$ cat src/rtl/div_ctrl_pkg.sv
// rtl/div_ctrl_pkg.sv - shared encodings and constants for the EX-stage divider
package div_ctrl_pkg;

    localparam int DIV_DATA_W = 32;
    localparam int DIV_CNT_W  = 6;

    typedef enum logic [1:0] {
        DIV_FREE    = 2'b00,
        DIV_BY_ZERO = 2'b01,
        DIV_ON      = 2'b10,
        DIV_END     = 2'b11
    } div_state_t;

    localparam logic [1:0] DivFree   = 2'b00;
    localparam logic [1:0] DivByZero = 2'b01;
    localparam logic [1:0] DivOn     = 2'b10;
    localparam logic [1:0] DivEnd    = 2'b11;

    localparam logic DivResultReady    = 1'b1;
    localparam logic DivResultNotReady = 1'b0;
    localparam logic DivStart          = 1'b1;
    localparam logic DivStop           = 1'b0;

    localparam logic [DIV_DATA_W-1:0] ZeroWord = '0;

    typedef logic [2*DIV_DATA_W-1:0] double_reg_bus_t;

    // aluop codes EX decodes to raise start_i / signed_div_i
    localparam logic [7:0] EXE_DIV_OP  = 8'b00011010;
    localparam logic [7:0] EXE_DIVU_OP = 8'b00011011;

endpackage

$ cat src/rtl/div_ctrl_if.sv
// rtl/div_ctrl_if.sv - EX <-> divider request/result interface
interface div_ctrl_if #(
    parameter int DATA_W = div_ctrl_pkg::DIV_DATA_W
);
    logic                  signed_div_i;
    logic [DATA_W-1:0]     opdata1_i;
    logic [DATA_W-1:0]     opdata2_i;
    logic                  start_i;
    logic                  annul_i;
    logic [2*DATA_W-1:0]   result_o;
    logic                  ready_o;
    logic                  busy_o;

    // EX side: issues the request and consumes the result
    modport master (
        output signed_div_i, opdata1_i, opdata2_i, start_i, annul_i,
        input  result_o, ready_o, busy_o
    );

    // divider side
    modport slave (
        input  signed_div_i, opdata1_i, opdata2_i, start_i, annul_i,
        output result_o, ready_o, busy_o
    );
endinterface

$ cat src/rtl/div_step.sv
// rtl/div_step.sv - one restoring shift/trial-subtract iteration
module div_step #(
    parameter int W = 32
) (
    input  logic [W-1:0] rem_in,
    input  logic         bit_in,
    input  logic [W-1:0] divisor,
    output logic [W-1:0] rem_out,
    output logic         q_bit
);
    logic [W:0]   shifted;
    logic [W-1:0] diff;

    // When the trial subtraction succeeds the true difference is below 2^W,
    // so the low W bits of the wrapped difference are exact.
    always_comb begin
        shifted = {rem_in, bit_in};
        diff    = shifted[W-1:0] - divisor;
        q_bit   = (shifted >= {1'b0, divisor});
        rem_out = q_bit ? diff : shifted[W-1:0];
    end
endmodule

$ cat src/rtl/div_ctrl.sv
// rtl/div_ctrl.sv - multi-cycle DIV/DIVU sequencer (optional DIV_EARLY_OUT_EN)
module div_ctrl
    import div_ctrl_pkg::*;
#(
    parameter int DATA_W = DIV_DATA_W,
    parameter int CNT_W  = DIV_CNT_W
) (
    input  logic           clk,
    input  logic           rst,
    div_ctrl_if.slave      bus
);
    div_state_t        state, state_nxt;
    logic [CNT_W-1:0]  cnt;
    logic [DATA_W-1:0] dvd_q;     // dividend bits shift out at the top, quotient bits shift in at the bottom
    logic [DATA_W-1:0] rem;
    logic [DATA_W-1:0] dvs;
    logic              neg1, neg2;

    logic [DATA_W-1:0] mag1, mag2;
    logic [DATA_W-1:0] rem_nxt;
    logic              q_bit;
    logic              last_iter;
    logic              early;
    logic              accept;
    logic [DATA_W-1:0] quot_final, quot_fix, rem_fix;

    assign mag1 = (bus.signed_div_i && bus.opdata1_i[DATA_W-1]) ? -bus.opdata1_i : bus.opdata1_i;
    assign mag2 = (bus.signed_div_i && bus.opdata2_i[DATA_W-1]) ? -bus.opdata2_i : bus.opdata2_i;

    assign accept    = bus.start_i && !bus.annul_i;
    assign last_iter = (cnt == CNT_W'(DATA_W - 1));

`ifdef DIV_EARLY_OUT_EN
    // Dividend smaller than divisor: quotient is zero, remainder is the dividend itself.
    assign early = (mag1 < mag2);
`else
    assign early = 1'b0;
`endif

    div_step #(.W(DATA_W)) u_step (
        .rem_in  (rem),
        .bit_in  (dvd_q[DATA_W-1]),
        .divisor (dvs),
        .rem_out (rem_nxt),
        .q_bit   (q_bit)
    );

    // Sign fix-up on the final iteration's outputs so the result registers on the same edge.
    assign quot_final = {dvd_q[DATA_W-2:0], q_bit};
    assign quot_fix   = (neg1 ^ neg2) ? -quot_final : quot_final;
    assign rem_fix    = neg1 ? -rem_nxt : rem_nxt;

    assign bus.busy_o = (state != DIV_FREE);

    // State register
    always_ff @(posedge clk) begin
        if (rst) state <= DIV_FREE;
        else     state <= state_nxt;
    end

    // Next-state logic; annul overrides every transition
    always_comb begin
        state_nxt = state;
        case (state)
            DIV_FREE: begin
                if (accept) begin
                    if (bus.opdata2_i == ZeroWord) state_nxt = DIV_BY_ZERO;
                    else if (early)                state_nxt = DIV_END;
                    else                           state_nxt = DIV_ON;
                end
            end
            DIV_BY_ZERO: state_nxt = DIV_END;
            DIV_ON:      if (last_iter) state_nxt = DIV_END;
            DIV_END:     if (!bus.start_i) state_nxt = DIV_FREE;
            default:     state_nxt = DIV_FREE;
        endcase
        if (bus.annul_i) state_nxt = DIV_FREE;
    end

    // Datapath and registered result/ready
    always_ff @(posedge clk) begin
        if (rst) begin
            cnt          <= '0;
            dvd_q        <= '0;
            rem          <= '0;
            dvs          <= '0;
            neg1         <= 1'b0;
            neg2         <= 1'b0;
            bus.result_o <= '0;
            bus.ready_o  <= DivResultNotReady;
        end else if (bus.annul_i) begin
            bus.result_o <= '0;
            bus.ready_o  <= DivResultNotReady;
        end else begin
            case (state)
                DIV_FREE: begin
                    if (bus.start_i) begin
                        dvd_q <= mag1;
                        dvs   <= mag2;
                        rem   <= '0;
                        cnt   <= '0;
                        neg1  <= bus.signed_div_i && bus.opdata1_i[DATA_W-1];
                        neg2  <= bus.signed_div_i && bus.opdata2_i[DATA_W-1];
                        if (bus.opdata2_i != ZeroWord && early) begin
                            bus.result_o <= {bus.opdata1_i, ZeroWord};
                            bus.ready_o  <= DivResultReady;
                        end
                    end
                end
                DIV_BY_ZERO: begin
                    bus.result_o <= '0;
                    bus.ready_o  <= DivResultReady;
                end
                DIV_ON: begin
                    dvd_q <= quot_final;
                    rem   <= rem_nxt;
                    cnt   <= cnt + CNT_W'(1);
                    if (last_iter) begin
                        bus.result_o <= {rem_fix, quot_fix};
                        bus.ready_o  <= DivResultReady;
                    end
                end
                DIV_END: begin
                    if (!bus.start_i) begin
                        bus.result_o <= '0;
                        bus.ready_o  <= DivResultNotReady;
                    end
                end
                default: ;
            endcase
        end
    end
endmodule

$ cat src/flat_wrapper.sv
// flat-port wrapper written by rule: the top's interface ports become plain ports
module div_ctrl_flat import div_ctrl_pkg::*;
#(
    parameter int DATA_W = DIV_DATA_W,
    parameter int CNT_W  = DIV_CNT_W
)
  (clk, rst, bus_signed_div_i, bus_opdata1_i, bus_opdata2_i, bus_start_i, bus_annul_i, bus_result_o, bus_ready_o, bus_busy_o);
  div_ctrl_if #(.DATA_W(DATA_W)) bus_i ();
  input  logic clk;
  input  logic rst;
  input wire logic [$bits(bus_i.signed_div_i)-1:0] bus_signed_div_i;
  input wire logic [$bits(bus_i.opdata1_i)-1:0] bus_opdata1_i;
  input wire logic [$bits(bus_i.opdata2_i)-1:0] bus_opdata2_i;
  input wire logic [$bits(bus_i.start_i)-1:0] bus_start_i;
  input wire logic [$bits(bus_i.annul_i)-1:0] bus_annul_i;
  output wire logic [$bits(bus_i.result_o)-1:0] bus_result_o;
  output wire logic [$bits(bus_i.ready_o)-1:0] bus_ready_o;
  output wire logic [$bits(bus_i.busy_o)-1:0] bus_busy_o;
  assign bus_i.signed_div_i = bus_signed_div_i;
  assign bus_i.opdata1_i = bus_opdata1_i;
  assign bus_i.opdata2_i = bus_opdata2_i;
  assign bus_i.start_i = bus_start_i;
  assign bus_i.annul_i = bus_annul_i;
  assign bus_result_o = bus_i.result_o;
  assign bus_ready_o = bus_i.ready_o;
  assign bus_busy_o = bus_i.busy_o;
  div_ctrl #(.DATA_W(DATA_W), .CNT_W(CNT_W)) u_core (.clk(clk), .rst(rst), .bus(bus_i));
endmodule
$ cat config.mk
export PLATFORM = sky130hd
export DESIGN_NAME = div_ctrl_flat
export DESIGN_NICKNAME = d
export VERILOG_FILES = /design/src/rtl/div_ctrl_pkg.sv /design/src/rtl/div_ctrl_if.sv /design/src/rtl/div_step.sv /design/src/rtl/div_ctrl.sv /design/src/flat_wrapper.sv
export SDC_FILE = /design/constraint.sdc
export NUM_CORES = 1
export LEC_CHECK = 0
export CORE_ASPECT_RATIO = 0.8
export CORE_MARGIN = 4
export CORE_UTILIZATION = 40
export DETAILED_ROUTE_END_ITERATION = 10
export GPL_TIMING_DRIVEN = 0
export PLACE_DENSITY = 0.69
export SLEW_MARGIN = 30
export SYNTH_ARGS = -nofsm -noshare
export SYNTH_HDL_FRONTEND = slang
export SYNTH_SLANG_ARGS = --single-unit
$ cat constraint.sdc
create_clock -name clk -period 5.5 [get_ports clk]
set_input_delay 0.55 -clock clk [delete_from_list [all_inputs] [get_ports clk]]
set_output_delay 0.55 -clock clk [all_outputs]
set_load 0.02 [all_outputs]
==> results of run 1 <==
-- power groups by stage --
stage	clock network, mW	logic, mW	registers (mW)
2_1_floorplan	0	0.558	1.33
3_3_place_gp	0	0.820	1.34
3_5_place_dp	0	0.827	1.34
4_1_cts	1.31	0.834	1.32
5_1_grt	1.35	0.947	1.32
6_report	1.31	0.864	1.32
-- logic make-up (layout without fill, tap and decap cells) --
group / Yosys count / after routing / share of synthesized area (%)
simple gates: 619 / 619 / 24.25
compound gates: 456 / 456 / 25.14
flops: 171 / 171 / 29.25
buf+inv: 160 / 322 / 5.495
xor+xnor: 135 / 135 / 10.10
fa+ha+maj: 41 / 41 / 4.448
mux: 15 / 15 / 1.315
-- layout make-up --
type	count	area (um^2)	share of cell area [%]
Multi-Input combinational cell	1266	7739	54.34
Inverter	65	244.0	1.713
Sequential cell	171	3425	24.05
Buffer	91	401.6	2.820
Timing Repair Buffer	136	1356	9.525
Clock inverter	10	165.2	1.160
Tap cell	370	462.9	3.251
Clock buffer	20	446.7	3.137
-- repair_timing --
| action | CTS | global route |
|---|---|---|
| cloned | 0 | 0 |
| pin swaps | 0 | 2 |
| gates resized for setup | 11 | 20 |
| setup buffers | 0 | 2 |
| endpoints found under the setup margin | 11 | 14 |
| hold endpoints to repair | 0 | 0 |
-- path summary, 6_finish.rpt --
path	from	cells after the start	end	slack, ns
setup reg to reg	u_core.rem[12]$_SDFFE_PP0P_	20	u_core.bus.result_o[62]$_SDFFE_PP0P_	0.15
hold reg to reg	u_core.bus.result_o[62]$_SDFFE_PP0P_	2	u_core.bus.result_o[62]$_SDFFE_PP0P_	0.45
hold / removal	u_core.bus.result_o[62]$_SDFFE_PP0P_	2	u_core.bus.result_o[62]$_SDFFE_PP0P_	0.45
setup / recovery	u_core.rem[12]$_SDFFE_PP0P_	20	u_core.bus.result_o[62]$_SDFFE_PP0P_	0.15
-- critical path, cell delays in order (launching register included) --
cell and delay, ns:
dfxtp_1 0.39, ha_1 0.30, clkbuf_1 0.34, nand4_1 0.28, nor4_2 0.31, nand4_1 0.12
and4b_1 0.24, nand3_2 0.12, buf_4 0.23, buf_4 0.22, buf_4 0.24, mux2i_2 0.29
ha_1 0.21, nand3b_1 0.13, or3_1 0.40, or4_1 0.49, o31ai_4 0.13, a31oi_2 0.18
o31ai_2 0.30, xor2_1 0.21, o21ai_1 0.07
-- cells in the mapped netlist (5+ instances only) --
master and number:
nand2_1 215, nor2_1 197, dfxtp_1 171, a21oi_1 125, o21ai_0 83, clkbuf_1 68
xor2_1 68, xnor2_1 67, inv_1 63, a22oi_1 54, nand3_1 42, ha_1 40
a211oi_1 38, a31oi_1 38, nor3_1 35, nand4_1 19, nor4_1 16, buf_2 15
o31ai_1 15, a21o_1 14, o21ai_1 13, mux2i_1 12, or3_1 12, nand2b_1 11
and2_1 9, o211ai_1 9, nand3b_1 8, nor2b_1 8, or2_2 8, buf_1 7
o21a_1 7, or4_1 7, a311oi_1 5, and3_1 5, o41ai_1 5
-- flip-flops by register name (all words and copies together), names as in the netlist --
| name | flops |
|---|---|
| u_core.cnt | 6 |
| u_core.bus.result_o | 64 |
| u_core.neg1 | 1 |
| u_core.bus.ready_o | 1 |
| u_core.state | 2 |
| u_core.rem | 32 |
| u_core.dvd_q | 32 |
| u_core.neg2 | 1 |
| u_core.dvs | 32 |
-- routing by layer --
layer	share of wire, %	wire length, um	global-route usage [%]
met4	1.9	803	6.433
met1	48	20230	40.27
met3	11	4520	5.318
met2	40	16900	35.87
met5	0	0	0
==> impl_metrics.ini, run 1 <==
[run_status]
outcome = completed

[cells_and_area]
final_area_um2 = 14240
utilization_pct = 49.86
fin_nets = 1858
area_delta_synth_final_pct = 21.68
mostFrequentLayoutCells = nand2_1 (215), nor2_1 (197), dfxtp_1 (170)
fillers = 2785
final_common_cell = nand2_1
n_antenna_cell = 0
drive_above_1_share_pct = 5.514
stdcell_count = 2129

[logic_synthesis]
synth_seq_area_share_pct = 29.25
synth-seq-cells = 171
synthTopCellsByArea = dfxtp_1 (29%), nand2_1 (6.9%), nor2_1 (6.3%), a21oi_1 (5.3%), xor2_1 (5.1%)
synth_top_area_cell = dfxtp_1
ys.flop_type = dfxtp_1
synth_area_per_cell_um2 = 7.328
synth_nets = 1707
synthDistinctLibCells = 81
synth_edf_count = 0
synth-async-reset-ratio_pct = 0
synth_cells = 1597
yosys_warnings = 0
syn_area_um2 = 11700
yosysTopAreaCellShare_pct = 29.25

[timing]
max_freq_mhz = 186.9
setup_viol_count_final = 0
hold_viol_final = 0
slew_viol_final = 0
skew_ns = 0.01060
hold_ws_ns = 0.4519
fin_crit_sh_pct = 97.28
period_minus_slack_ns = 5.350
tns_ns = 0
tightest_slew_ns = 1.118
final.setup.worst_slack_ns = 0.1496
max_slew_margin_pct = 24.81
rsz0062_at_grt = no

[cts]
cts_buffers = 17
root_buffer = clkbuf_16
clockBufferDepth = 2
cts_hold_buffers = 0
cts_max_level = 4
clk_pin_slew_ns = 0.07
clkSinkCount = 171
cts_tree = yes
clock_latency_ns = 0.44

[detailed_routing]
antenna_left = 0
remaining_drc_errors = 0
firstDrtPassIters = 7
wl_per_cell_um = 19.94
vias_per_cell = 5.886
dr.first_iter.drc_count = 1523
wl_um = 42460
num_vias = 12531

[global_routing]
grt_overflow = 0
grt_use_total_pct = 25.83
antenna_found_initial = 0
grt_max_degree = 17
grt_first_pass_wirelength_um = 65370
grt_pass1_vias = 11488

[floorplan]
ios = 135
die_w_um = 199.2
start_util_pct = 40.98
dieArea_um2 = 32070
row_count = 55
die_h_um = 161.0
core_um2 = 28560

[pwr]
internal_power_mw = 2.353
seqPwrFrac_pct = 37.8
power_frac_comb_pct = 24.8
peakVddDrop_mv = 0.2353
pwr-share-clk_pct = 37.4
power_switching_mw = 1.135
p_leak_nw = 5.291
total_power_mw = 3.489
power_density_nw_per_um2 = 245.0
switching_share_pct = 32.54

[critical_path]
arrival_ns = 5.67
critPathLaunchType = register
endpoint_kind = register
crit_type = reg -> reg
cp_max_fo = 10
crit_required_ns = 5.82

[hold_path]
hp-class = reg -> reg

[placement]
dp.cells = 2101
io_buffers = 134
pre_cts_ws_ns = -0.9006
place_congestion = 0.9939
dp_hpwl_um = 34100
dpl_cell_area_um2 = 13510

[run]
cap_viol_max_count = 0
Power figures use the tool's default switching activity.
==> inputs of run 2 (changes only) <==
--- a/config.mk
+++ b/config.mk
@@ -8,6 +8,7 @@
 export CORE_ASPECT_RATIO = 0.8
 export CORE_MARGIN = 4
 export CORE_UTILIZATION = 40
+export CTS_CLUSTER_DIAMETER = 120
 export DETAILED_ROUTE_END_ITERATION = 10
 export GPL_TIMING_DRIVEN = 0
 export PLACE_DENSITY = 0.69
==> results of run 2 <==
Same layout as run 1: the final DEF is identical, and so are final timing and power.
==> inputs of run 3 (changes only) <==
--- a/config.mk
+++ b/config.mk
@@ -7,11 +7,12 @@
 export LEC_CHECK = 0
 export CORE_ASPECT_RATIO = 0.8
 export CORE_MARGIN = 4
-export CORE_UTILIZATION = 40
+export CORE_UTILIZATION = 58
 export CTS_CLUSTER_DIAMETER = 120
 export DETAILED_ROUTE_END_ITERATION = 10
 export GPL_TIMING_DRIVEN = 0
-export PLACE_DENSITY = 0.69
+export PLACE_DENSITY = 0.91
+export SETUP_SLACK_MARGIN = 0.02
 export SLEW_MARGIN = 30
 export SYNTH_ARGS = -nofsm -noshare
 export SYNTH_HDL_FRONTEND = slang
==> constraint.sdc (replaced) <==
create_clock -name clk -period 5.5 [get_ports clk]
set_input_delay 1.1 -clock clk [delete_from_list [all_inputs] [get_ports clk]]
set_output_delay 1.1 -clock clk [all_outputs]
set_load 0.02 [all_outputs]
==> impl_metrics.ini, run 3 (synthesized netlist as in run 1, its figures left out) <==
[floorplan]
ios = 135
core_um2 = 19800
dieArea_um2 = 22530
die_h_um = 135.1
die_w_um = 166.8
start_util_pct = 59.11
row_count = 46

[cts]
clock_latency_ns = 0.45
cts_buffers = 17
root_buffer = clkbuf_16
clk_pin_slew_ns = 0.07
clockBufferDepth = 2
cts_hold_buffers = 0
clkSinkCount = 171
cts_max_level = 4
cts_tree = yes

[hold_path]
worstHoldEndpoint = u_core.bus.result_o[54]$_SDFFE_PP0P_
hp-class = reg -> reg
worstHoldStart = u_core.bus.result_o[54]$_SDFFE_PP0P_
holdPathStages = 2

[critical_path]
rrSetupSlack_ns = 0.14
crit_type = reg -> reg
endpoint_kind = register
reg2reg_from = u_core.dvs[22]$_SDFFE_PP0P_
reg2reg_to = u_core.bus.result_o[58]$_SDFFE_PP0P_
arrival_ns = 5.68
r2r_cells = 21
critPathLaunchType = register
crit_required_ns = 5.82
cp_max_fo = 10

[detailed_routing]
num_vias = 13126
wl_per_cell_um = 20.46
remaining_drc_errors = 0
antenna_left = 0
firstDrtPassIters = 6
wl_um = 41400
dr.first_iter.drc_count = 1568
vias_per_cell = 6.485

[pwr]
pwr-share-clk_pct = 35.8
internal_power_mw = 2.227
peakVddDrop_mv = 0.1781
seqPwrFrac_pct = 38.7
p_leak_nw = 5.253
power_frac_comb_pct = 25.4
power_switching_mw = 1.182
power_density_nw_per_um2 = 242.6
total_power_mw = 3.409
switching_share_pct = 34.67

[timing]
hold_viol_final = 0
max_freq_mhz = 186.7
final.setup.worst_slack_ns = 0.1435
max_slew_margin_pct = 35.39
fin_crit_sh_pct = 97.39
setup_viol_count_final = 0
skew_ns = 0.01244
rsz0062_at_grt = no
tightest_slew_ns = 0.9603
period_minus_slack_ns = 5.356
slew_viol_final = 0

[placement]
dp.cells = 1995
dp_hpwl_um = 32280
io_buffers = 134
place_congestion = 1.010
pre_cts_ws_ns = -0.7175

[run_status]
outcome = completed

[global_routing]
grt_first_pass_wirelength_um = 63510
grt_max_degree = 18
antenna_found_initial = 0
grt_overflow = 0
grt_pass1_vias = 11811
grt_use_total_pct = 35.18

[cells_and_area]
largest_reg_flops = 64
stdcell_count = 2024
final_common_cell = nand2_1
area_delta_synth_final_pct = 20.09
regMostFlops = u_core.bus.result_o
mostFrequentLayoutCells = nand2_1 (215), nor2_1 (197), dfxtp_1 (170)
n_antenna_cell = 0
fin_nets = 1857
drive_above_1_share_pct = 5.455

[run]
cap_viol_max_count = 0
## run 3: cell count changes in the layout (fill, tap and decap cells not counted), sizes merged
cell | before | now
inv | 66 | 69
clkinv | 5 | 4
bufinv | 4 | 1
clkbuf | 86 | 84
buf | 27 | 26
clkinvlp | 0 | 5
## run 3: power groups by stage
stage	Combinational, mW	Sequential [mW]	Clock (mW)
finish	0.867	1.32	1.22
global route	0.931	1.32	1.26
CTS	0.824	1.32	1.21
detailed placement	0.814	1.34	0
global placement	0.797	1.34	0
floorplan	0.558	1.33	0
## run 3: final cells by class
cell class / instances / area, um^2
Sequential cell: 171 / 3425
Clock buffer: 18 / 429.2
Timing Repair Buffer: 137 / 1364
Fill cell: 1625 / 5746
Multi-Input combinational cell: 1266 / 7707
Inverter: 65 / 244.0
Clock inverter: 14 / 160.2
Tap cell: 264 / 330.3
Buffer: 89 / 394.1
## run 3: repair_timing
| action | CTS | global route |
|---|---|---|
| gates resized for setup | 10 | 14 |
| buffers inserted | 0 | 3 |
| cloned | 0 | 0 |
| endpoints found under the setup margin | 11 | 15 |
| pin swaps | 1 | 2 |
## run 3: worst max path at each step
| stage | slack (ns) | startpoint | to | cells after the start |
|---|---|---|---|---|
| finish | 0.14 | u_core.dvs[22]$_SDFFE_PP0P_ | u_core.bus.result_o[58]$_SDFFE_PP0P_ | 21 |
| global route | 0.04 | u_core.dvs[26]$_SDFFE_PP0P_ | u_core.bus.result_o[58]$_SDFFE_PP0P_ | 21 |
| CTS | 0.04 | u_core.rem[5]$_SDFFE_PP0P_ | u_core.bus.result_o[62]$_SDFFE_PP0P_ | 22 |
| detailed placement | -0.72 | u_core.dvs[26]$_SDFFE_PP0P_ | u_core.bus.result_o[56]$_SDFFE_PP0P_ | 23 |
| global placement | -0.54 | u_core.rem[14]$_SDFFE_PP0P_ | u_core.bus.result_o[56]$_SDFFE_PP0P_ | 22 |
| floorplan | 0.74 | u_core.rem[9]$_SDFFE_PP0P_ | u_core.bus.result_o[62]$_SDFFE_PP0P_ | 22 |
## run 3: critical path, cell delays in order, from the launching register on
cell,delay [ns]
dfxtp_1,0.34
inv_1,0.11
ha_1,0.32
buf_2,0.20
nand4_1,0.17
nor3_1,0.36
nand2_1,0.11
a211o_1,0.31
nand3_2,0.14
clkbuf_4,0.25
buf_4,0.23
clkbuf_4,0.28
mux2i_2,0.30
ha_1,0.22
nand3b_1,0.13
or3_1,0.40
or4_1,0.44
o31ai_2,0.14
nand3_1,0.17
o41ai_2,0.31
xor2_1,0.21
o21ai_1,0.08
## run 3: routing by layer
metal / vias to the layer above / wire (um) / track usage, %
met3: 119 / 5638 / 7.697
li1: 5992 / - / -
met2: 920 / 17100 / 51.20
met1: 6095 / 17490 / 51.89
met4: 0 / 1171 / 11.18
met5: - / 0 / 0
## run 3: per-stage QoR
step	TNS, ns	hold slack (ns)	utilization [%]	instance area, um^2
finish	0	0.4531	70.98	14050
global route	0	0.4836	70.98	14050
CTS	0	0.4568	70.67	13990
detailed placement	-4.948	0.4419	67.55	13370
global placement	-3.525	0.4354	67.55	13370
floorplan	0	0.4400	-	11700
